--- src/rtl/walksat_try_scheduler_if.sv ---
// Handshake bundle between the WalkSAT try scheduler, the host, the re-initialiser and the step controller.
// master = scheduler side, slave = host/partner side.
interface walksat_try_scheduler_if #(
  parameter int MAX_FLIPS = 1024,
  parameter int MAX_TRIES = 16,
  parameter int UNSAT_W   = 16
);
  localparam int FLIP_W = $clog2(MAX_FLIPS + 1);
  localparam int TRY_W  = (MAX_TRIES > 1) ? $clog2(MAX_TRIES) : 1;

  logic               start;
  logic               abort_i;
  logic               reinit_o;
  logic               reinit_done_i;
  logic               step_start_o;
  logic               step_done_i;
  logic [UNSAT_W-1:0] unsat_count_i;
  logic               busy_o;
  logic               done;
  logic               sat_o;
  logic               aborted_o;
  logic [FLIP_W-1:0]  flip_cnt_o;
  logic [TRY_W-1:0]   try_cnt_o;
  logic [UNSAT_W-1:0] best_unsat_o;

  modport master (
    input  start, abort_i, reinit_done_i, step_done_i, unsat_count_i,
    output reinit_o, step_start_o, busy_o, done, sat_o, aborted_o,
           flip_cnt_o, try_cnt_o, best_unsat_o
  );

  modport slave (
    output start, abort_i, reinit_done_i, step_done_i, unsat_count_i,
    input  reinit_o, step_start_o, busy_o, done, sat_o, aborted_o,
           flip_cnt_o, try_cnt_o, best_unsat_o
  );
endinterface

--- src/rtl/walksat_try_scheduler.sv ---
// Outer-loop WalkSAT scheduler: restarts, step issue, flip/try budgets, SAT/abort termination.
// Handshake pulses are state-decoded; abort is deferred until no partner handshake is outstanding.
module walksat_try_scheduler #(
  parameter int MAX_FLIPS = 1024,
  parameter int MAX_TRIES = 16,
  parameter int UNSAT_W   = 16
) (
  input  logic                   clk,
  input  logic                   rst_n,
  walksat_try_scheduler_if.master bus
);
  localparam int FLIP_W = $clog2(MAX_FLIPS + 1);
  localparam int TRY_W  = (MAX_TRIES > 1) ? $clog2(MAX_TRIES) : 1;

  typedef enum logic [2:0] {
    IDLE, REINIT, WAIT_REINIT, STEP, WAIT_STEP, CHECK, FINISH
  } state_t;

  state_t             state, state_d;
  logic [FLIP_W-1:0]  flip_cnt;
  logic [TRY_W-1:0]   try_cnt;
  logic [UNSAT_W-1:0] best_unsat;
  logic [UNSAT_W-1:0] unsat_q;
  logic               sat_q;
  logic               aborted_q;
  logic               abort_pending;
  logic               flip_more;
  logic               try_more;
  logic               is_sat;

  assign flip_more = (int'(flip_cnt) + 1) < MAX_FLIPS;
  assign try_more  = (int'(try_cnt) + 1) < MAX_TRIES;
  assign is_sat    = (unsat_q == '0);

  always_ff @(posedge clk or negedge rst_n) begin
    if (!rst_n) state <= IDLE;
    else        state <= state_d;
  end

  always_comb begin
    state_d = state;
    case (state)
      IDLE:        if (bus.start) state_d = REINIT;
      REINIT:      state_d = WAIT_REINIT;
      WAIT_REINIT: if (bus.reinit_done_i) state_d = abort_pending ? FINISH : STEP;
      STEP:        state_d = WAIT_STEP;
      WAIT_STEP:   if (bus.step_done_i) state_d = CHECK;
      CHECK: begin
        if (is_sat || abort_pending) state_d = FINISH;
        else if (flip_more)          state_d = STEP;
        else if (try_more)           state_d = REINIT;
        else                         state_d = FINISH;
      end
      FINISH:      state_d = IDLE;
      default:     state_d = IDLE;
    endcase
  end

  always_ff @(posedge clk or negedge rst_n) begin
    if (!rst_n) begin
      flip_cnt      <= '0;
      try_cnt       <= '0;
      best_unsat    <= '0;
      unsat_q       <= '0;
      sat_q         <= 1'b0;
      aborted_q     <= 1'b0;
      abort_pending <= 1'b0;
    end else begin
      if (state == IDLE) begin
        if (bus.start) begin
          flip_cnt      <= '0;
          try_cnt       <= '0;
          best_unsat    <= '1;
          sat_q         <= 1'b0;
          aborted_q     <= 1'b0;
          abort_pending <= 1'b0;
        end
      end else if (bus.abort_i) begin
        abort_pending <= 1'b1;
      end

      if (state == WAIT_STEP && bus.step_done_i) begin
        unsat_q <= bus.unsat_count_i;
        if (bus.unsat_count_i < best_unsat) best_unsat <= bus.unsat_count_i;
      end

      // SAT outranks abort; budget exhaustion parks flip_cnt at MAX_FLIPS.
      if (state == CHECK) begin
        if (is_sat) begin
          sat_q <= 1'b1;
        end else if (abort_pending) begin
          aborted_q <= 1'b1;
        end else if (flip_more) begin
          flip_cnt <= flip_cnt + FLIP_W'(1);
        end else if (try_more) begin
          try_cnt  <= try_cnt + TRY_W'(1);
          flip_cnt <= '0;
        end else begin
          flip_cnt <= FLIP_W'(MAX_FLIPS);
        end
      end
    end
  end

  assign bus.reinit_o     = (state == REINIT);
  assign bus.step_start_o = (state == STEP);
  assign bus.busy_o       = (state != IDLE);
  assign bus.done         = (state == FINISH);
  assign bus.sat_o        = sat_q;
  assign bus.aborted_o    = aborted_q;
  assign bus.flip_cnt_o   = flip_cnt;
  assign bus.try_cnt_o    = try_cnt;
  assign bus.best_unsat_o = best_unsat;
endmodule
--- src/flat_wrapper.sv ---
// flat-port wrapper written by rule: the top's interface ports become plain ports
module walksat_try_scheduler_flat 
#(
  parameter int MAX_FLIPS = 1024,
  parameter int MAX_TRIES = 16,
  parameter int UNSAT_W   = 16
)
  (clk, rst_n, bus_start, bus_abort_i, bus_reinit_done_i, bus_step_done_i, bus_unsat_count_i, bus_reinit_o, bus_step_start_o, bus_busy_o, bus_done, bus_sat_o, bus_aborted_o, bus_flip_cnt_o, bus_try_cnt_o, bus_best_unsat_o);
  walksat_try_scheduler_if #(.MAX_FLIPS(MAX_FLIPS), .MAX_TRIES(MAX_TRIES), .UNSAT_W(UNSAT_W)) bus_i ();
  input  logic clk;
  input  logic rst_n;
  input wire logic [$bits(bus_i.start)-1:0] bus_start;
  input wire logic [$bits(bus_i.abort_i)-1:0] bus_abort_i;
  input wire logic [$bits(bus_i.reinit_done_i)-1:0] bus_reinit_done_i;
  input wire logic [$bits(bus_i.step_done_i)-1:0] bus_step_done_i;
  input wire logic [$bits(bus_i.unsat_count_i)-1:0] bus_unsat_count_i;
  output wire logic [$bits(bus_i.reinit_o)-1:0] bus_reinit_o;
  output wire logic [$bits(bus_i.step_start_o)-1:0] bus_step_start_o;
  output wire logic [$bits(bus_i.busy_o)-1:0] bus_busy_o;
  output wire logic [$bits(bus_i.done)-1:0] bus_done;
  output wire logic [$bits(bus_i.sat_o)-1:0] bus_sat_o;
  output wire logic [$bits(bus_i.aborted_o)-1:0] bus_aborted_o;
  output wire logic [$bits(bus_i.flip_cnt_o)-1:0] bus_flip_cnt_o;
  output wire logic [$bits(bus_i.try_cnt_o)-1:0] bus_try_cnt_o;
  output wire logic [$bits(bus_i.best_unsat_o)-1:0] bus_best_unsat_o;
  assign bus_i.start = bus_start;
  assign bus_i.abort_i = bus_abort_i;
  assign bus_i.reinit_done_i = bus_reinit_done_i;
  assign bus_i.step_done_i = bus_step_done_i;
  assign bus_i.unsat_count_i = bus_unsat_count_i;
  assign bus_reinit_o = bus_i.reinit_o;
  assign bus_step_start_o = bus_i.step_start_o;
  assign bus_busy_o = bus_i.busy_o;
  assign bus_done = bus_i.done;
  assign bus_sat_o = bus_i.sat_o;
  assign bus_aborted_o = bus_i.aborted_o;
  assign bus_flip_cnt_o = bus_i.flip_cnt_o;
  assign bus_try_cnt_o = bus_i.try_cnt_o;
  assign bus_best_unsat_o = bus_i.best_unsat_o;
  walksat_try_scheduler #(.MAX_FLIPS(MAX_FLIPS), .MAX_TRIES(MAX_TRIES), .UNSAT_W(UNSAT_W)) u_core (.clk(clk), .rst_n(rst_n), .bus(bus_i));
endmodule
--- config.mk ---
export PLATFORM = sky130hd
export DESIGN_NAME = walksat_try_scheduler_flat
export DESIGN_NICKNAME = d
export VERILOG_FILES = /design/src/rtl/walksat_try_scheduler_if.sv /design/src/rtl/walksat_try_scheduler.sv /design/src/flat_wrapper.sv
export SDC_FILE = /design/constraint.sdc
export NUM_CORES = 1
export LEC_CHECK = 0
export BUFFER_PORTS_ARGS = -buffer_cell sky130_fd_sc_hd__clkbuf_2
export CORE_MARGIN = 1.5
export CORE_UTILIZATION = 35
export CTS_CLUSTER_SIZE = 30
export DETAILED_ROUTE_END_ITERATION = 8
export SYNTH_ARGS = -nofsm -noshare
export SYNTH_HDL_FRONTEND = slang
export SYNTH_SLANG_ARGS = --single-unit
--- constraint.sdc ---
create_clock -name clk -period 2.5 [get_ports clk]
set_clock_uncertainty 0.05 [all_clocks]
set_input_delay 0.375 -clock clk [delete_from_list [all_inputs] [get_ports clk]]
set_output_delay 0.375 -clock clk [all_outputs]
set_load 0.005 [all_outputs]
* After elaboration in Yosys (flattened, before gate mapping)
Index checks and enable logic that the tools add are counted.
** Word-level totals
- Output and inout bits :: 37
- RAM bits :: 0
- Memories :: 0
- Memory bits (read-only) :: 0
- Input port bits :: 22
- Register bits :: 53
- Latch bits :: 0
- Logic and storage cells :: 70
** Cells by class
- Bitwise logic cells :: 0
- Eq/ne operators :: 9
- Multipliers :: 0
- Div/mod/pow operators :: 0
- Reductions and logical operators :: 8
- Shift-type cells :: 0
- Muxes and demuxes :: 38
- Order comparisons :: 3
- $add $sub $neg :: 4
** Operator list (number)
- $mux W11 :: 7
- $mux W16 :: 4
- $lt A32 B12 Y1 const B :: 1
- $lt A32 B6 Y1 const B :: 1
- $mux W4 :: 7
- $mux W3 :: 7
- $pmux W3 S6 :: 1
- $logic_not A16 Y1 :: 1
- $lt A16 B16 Y1 :: 1
- $add A11 B1 Y12 const B :: 1
- $mux W1 :: 12
- $add A11 B1 Y11 const B :: 1
- $eq A3 B3 Y1 const B :: 3
- $eq A3 B2 Y1 const B :: 2
- $ne A2 B2 Y1 const B :: 3
- $add A4 B1 Y5 const B :: 1
- $add A4 B1 Y4 const B :: 1
- $eq A3 B1 Y1 const B :: 1
- $logic_not A3 Y1 :: 1
- $reduce_and A3 Y1 :: 1
- $reduce_bool A3 Y1 :: 1
- $reduce_and A2 Y1 :: 1
- $reduce_bool A2 Y1 :: 1
- $logic_and A1 B1 Y1 :: 1
- $logic_or A1 B1 Y1 :: 1

* Longest topological paths before layout
- Depth in word-level cells :: 7
- Depth in mapped cells :: 8
- Mapped depth without buffers :: 7

* Worst setup path before layout
Ideal clock, no wire load.
- Path kind :: register to register
- From :: reg u_core.best_unsat[7], in the netlist u_core.bus.best_unsat_o[7]
- To :: reg u_core.best_unsat[10], in the netlist u_core.bus.best_unsat_o[10]
- Buffers on the path :: 1
- Setup time :: 0.127 ns
- Setup slack :: 0.221 ns
- Clock period less this slack :: 2.279 ns
- Data arrival time :: 2.102 ns
- Cell stages (with the launch flop) :: 9
- Required time :: 2.323 ns
- Cells stage by stage :: dfrtp_1 > inv_1 > ha_1 > a22o_1 > nor4_1 > o21ai_0 > a211oi_4 > buf_6 > mux2_1
** Between the ends
- Longest elaborated chain between the ends :: 3
** RTL lines
- from (decl) :: RTL line walksat_try_scheduler.sv:22 : logic [UNSAT_W-1:0] best_unsat;
- from (signal assigned) :: RTL line walksat_try_scheduler.sv:84 : if (bus.unsat_count_i < best_unsat) best_unsat <= bus.unsat_count_i;
- $lt A16 B16 Y1 :: RTL line walksat_try_scheduler.sv:84
- $mux W16 :: RTL line walksat_try_scheduler.sv:84
- $mux W16 :: RTL line walksat_try_scheduler.sv:82 : if (state == WAIT_STEP && bus.step_done_i) begin
Every way passes these cells.
A chain may end at the register's enable or synchronous reset.

* Worst setup path in the final report
- From :: reg u_core.best_unsat[7], in the netlist u_core.bus.best_unsat_o[7]
- To :: reg u_core.best_unsat[4], in the netlist u_core.bus.best_unsat_o[4]
The elaborated chain is that of the path after synthesis.

==> flow_metrics.tcl <==
set metrics [dict create \
    hpwl_um 4658 \
    cts_buffers 5 \
    place_ws_ns 0.08422 \
    area_delta_synth_final_pct 19.25 \
    synthTopCellsByArea "dfrtp_1, mux2_2, ha_1, nand2_1, mux2_1" \
    setup.worst_path.class "flip-flop to flip-flop" \
    syn_inst 287 \
    min_period_ns 2.274 \
    synth.most_common_cell "dfrtp_1" \
    synth_area_per_cell_um2 10.12 \
    yosys_most_used_dff "dfrtp_1" \
    dieArea_um2 8857 \
    cts_buffer_depth 2 \
    comb_power_share_pct 38.5 \
    synth-edff-count 0 \
    fp.dieH_um 94.11 \
    detail-route-antenna-nets 0 \
    cts_setup_buffers 0 \
    grt_pass1_wl_um 11070 \
    antenna_found_initial 0 \
    clock.fmax_ghz 0.4398 \
    drive_gt1_share_pct 29.23 \
    switching_power_uw 1163 \
    synth_simple_gate_area_share_pct 17.57 \
    synth_compound_area_share_pct 10.59 \
    setup_tns_ns 0 \
    die_w_um 94.11 \
    leakage_uw 0.001640 \
    grt_pass1_vias 2327 \
    finish.utilization_pct 42.59 \
    r2r-end "u_core.bus.best_unsat_o[4]$_DFF_PN0_" \
    cts_root_buf "clkbuf_8" \
    synth_mux_area_share_pct 13.44 \
    drc 0 \
    initial_utilization_pct 35.72 \
    crit_path_end_kind "flip-flop" \
    critPathLaunchType "flip-flop" \
    grt_max_degree 54 \
    fin_crit_sh_pct 90.96 \
    numPortBuffers 58 \
    seqCellArea_um2 1326 \
    fin_hold_ws_ns 0.1246 \
    required_ns 2.65 \
    cap_viol_max_count 0 \
    cts_tree "yes" \
    fin_ws_ns 0.2261 \
    cts_sinks 53 \
    yosysTopAreaCell "dfrtp_1" \
    reg2reg_from "u_core.bus.best_unsat_o[7]$_DFF_PN0_" \
    multi_input_area_um2 1430 \
    outcome "finished clean" \
    worstPathMaxFanout 16 \
    syn-num-nets 326 \
    antenna_cells 0 \
    vias 2283 \
    pwr-share-clk_pct 18.7 \
    synth_xor_area_share_pct 0.3015 \
    dr.pass1.iters 5 \
    synth_top_area_share_pct 45.65 \
    num_io_pins 59 \
    wire_per_inst_um 14.18 \
    vdd_drop_max_mv 0.3109 \
    drtIter0Drc 99 \
    yosysUniqueCellTypes 45 \
    r2r_slack_ns 0.23 \
    p_seq_share_pct 42.9 \
    yosys_warnings 0 \
    viasPerCell 5.029 \
    grt_overflow 0 \
    synth_fa_ha_area_share_pct 7.321 \
    grt_setup_unrepaired "false" \
    ff2ff_path_depth 8 \
    synth_area_um2 2905 \
    place_congestion 0.7889 \
    core_um2 8134 \
    synthTopCellsByCount "dfrtp_1, nand2_1, inv_1" \
    cp.arrival_ns 2.43 \
    ys_ff_latch 53 \
    fin_nets 387 \
    drv_slew 0 \
    rows 33 \
    hold_class "primary input to asynchronous set/reset pin" \
    setup_violations 0 \
    track_usage_pct 15.93 \
    clkTransAtPathRegs_ns 0.10 \
    internal_power_uw 2100 \
    clock_insertion_delay_worst_skew_ns 0.31 \
    htreeDepth 2 \
    wl_um 6437 \
    synth-async-reset-ratio_pct 100.0 \
    p_per_area_nw_per_um2 941.8 \
    fillers 804 \
    maxSlewHeadroom_pct 53.92 \
    synth_top_family_by_area "simple AND/OR/NAND/NOR gates" \
    tightest_slew_ns 0.6912 \
    seq_area_frac_synth_pct 45.65 \
    switching_share_pct 35.63 \
    hold_viol 0 \
]
==> cell families after synthesis <==
logic type	Yosys count
DFF	53
muxes	35
and+or+nand+nor	101
AOI/OAI and AO/OA	43
buffers and inverters	37
xor gates and xnor gates	1
adders and majority gates	17
==> critical path: stages, from the launching register on <==
cell      delay (ns)
dfrtp_1         0.36
inv_1           0.06
ha_1            0.33
a22o_1          0.23
nor4_1          0.17
o21ai_1         0.17
a211oi_4        0.27
buf_12          0.19
mux2_2          0.34
==> state kept, by name, indices dropped and copies added (netlist names) <==
signal,flops
u_core.bus.flip_cnt_o,11
u_core.bus.best_unsat_o,16
u_core.bus.aborted_o,1
u_core.bus.try_cnt_o,4
u_core.state,3
u_core.abort_pending,1
u_core.unsat_q,16
u_core.bus.sat_o,1
==> layout make-up <==
cell class                 count  area share [%]
clock buffer                   5           1.986
tap                          105           3.792
timing repair buffer          67           10.69
multi-input combinational    197           41.28
sequential                    53           38.28
clock inverter                 3           1.372
inverter                      24           2.600
==> routing by layer <==
metal / up-vias / GRT usage (%) / wire (um)
met1: 1103 / 21.15 / 3116
met4: 0 / 4.478 / 73
met2: 35 / 26.33 / 3025
li1: 1141 / - / -
met5: - / 0 / 0
met3: 4 / 3.155 / 221
==> timing repair <==
| item | 4_1_cts | 5_1_grt |
|---|---|---|
| endpoints found under the setup margin | 0 | 3 |
| gates resized for setup | 0 | 1 |
| hold buffers | 0 | 0 |
==> cell usage in the layout, fill, tap and decap left out, drive strengths merged, types with 9 or more instances in the layout <==
master,n
ha,17
dfrtp,53
nand3,21
o21ai,14
clkbuf,63
mux2,32
inv,26
buf,9
nand2,31
nor2,14
==> power groups by stage <==
stage	combinational, uW	clock [uW]	sequential (uW)
global route	1450	660	1440
finish	1250	610	1400
global placement	1230	0	1410
CTS	1280	631	1400
detailed placement	1270	0	1420
floorplan	903	0	1330
==> worst max path at each step <==
stage                                               startpoint                               endpoint  slack (ns)  depth (start not counted)
after floorplan           u_core.bus.best_unsat_o[7]$_DFF_PN0_  u_core.bus.best_unsat_o[10]$_DFF_PN0_        0.22                          8
after global placement                    bus_unsat_count_i[7]   u_core.bus.best_unsat_o[0]$_DFF_PN0_        0.18                          8
after detailed placement                  bus_unsat_count_i[7]   u_core.bus.best_unsat_o[0]$_DFF_PN0_        0.08                          8
after CTS                 u_core.bus.best_unsat_o[7]$_DFF_PN0_   u_core.bus.best_unsat_o[0]$_DFF_PN0_        0.14                          8
after global routing      u_core.bus.best_unsat_o[7]$_DFF_PN0_   u_core.bus.best_unsat_o[7]$_DFF_PN0_        0.06                          8
final                     u_core.bus.best_unsat_o[7]$_DFF_PN0_   u_core.bus.best_unsat_o[4]$_DFF_PN0_        0.23                          8
==> per-stage QoR <==
stage / total power [uW] / instance area (um2) / cells
final: 3263 / 3465 / 454
after global routing: 3558 / 3465 / 454
after CTS: 3314 / 3465 / 454
after detailed placement: 2688 / 3348 / 446
after global placement: 2641 / 3348 / 446
after floorplan: 2237 / 2905 / 287
Power figures use the tool's default switching activity.
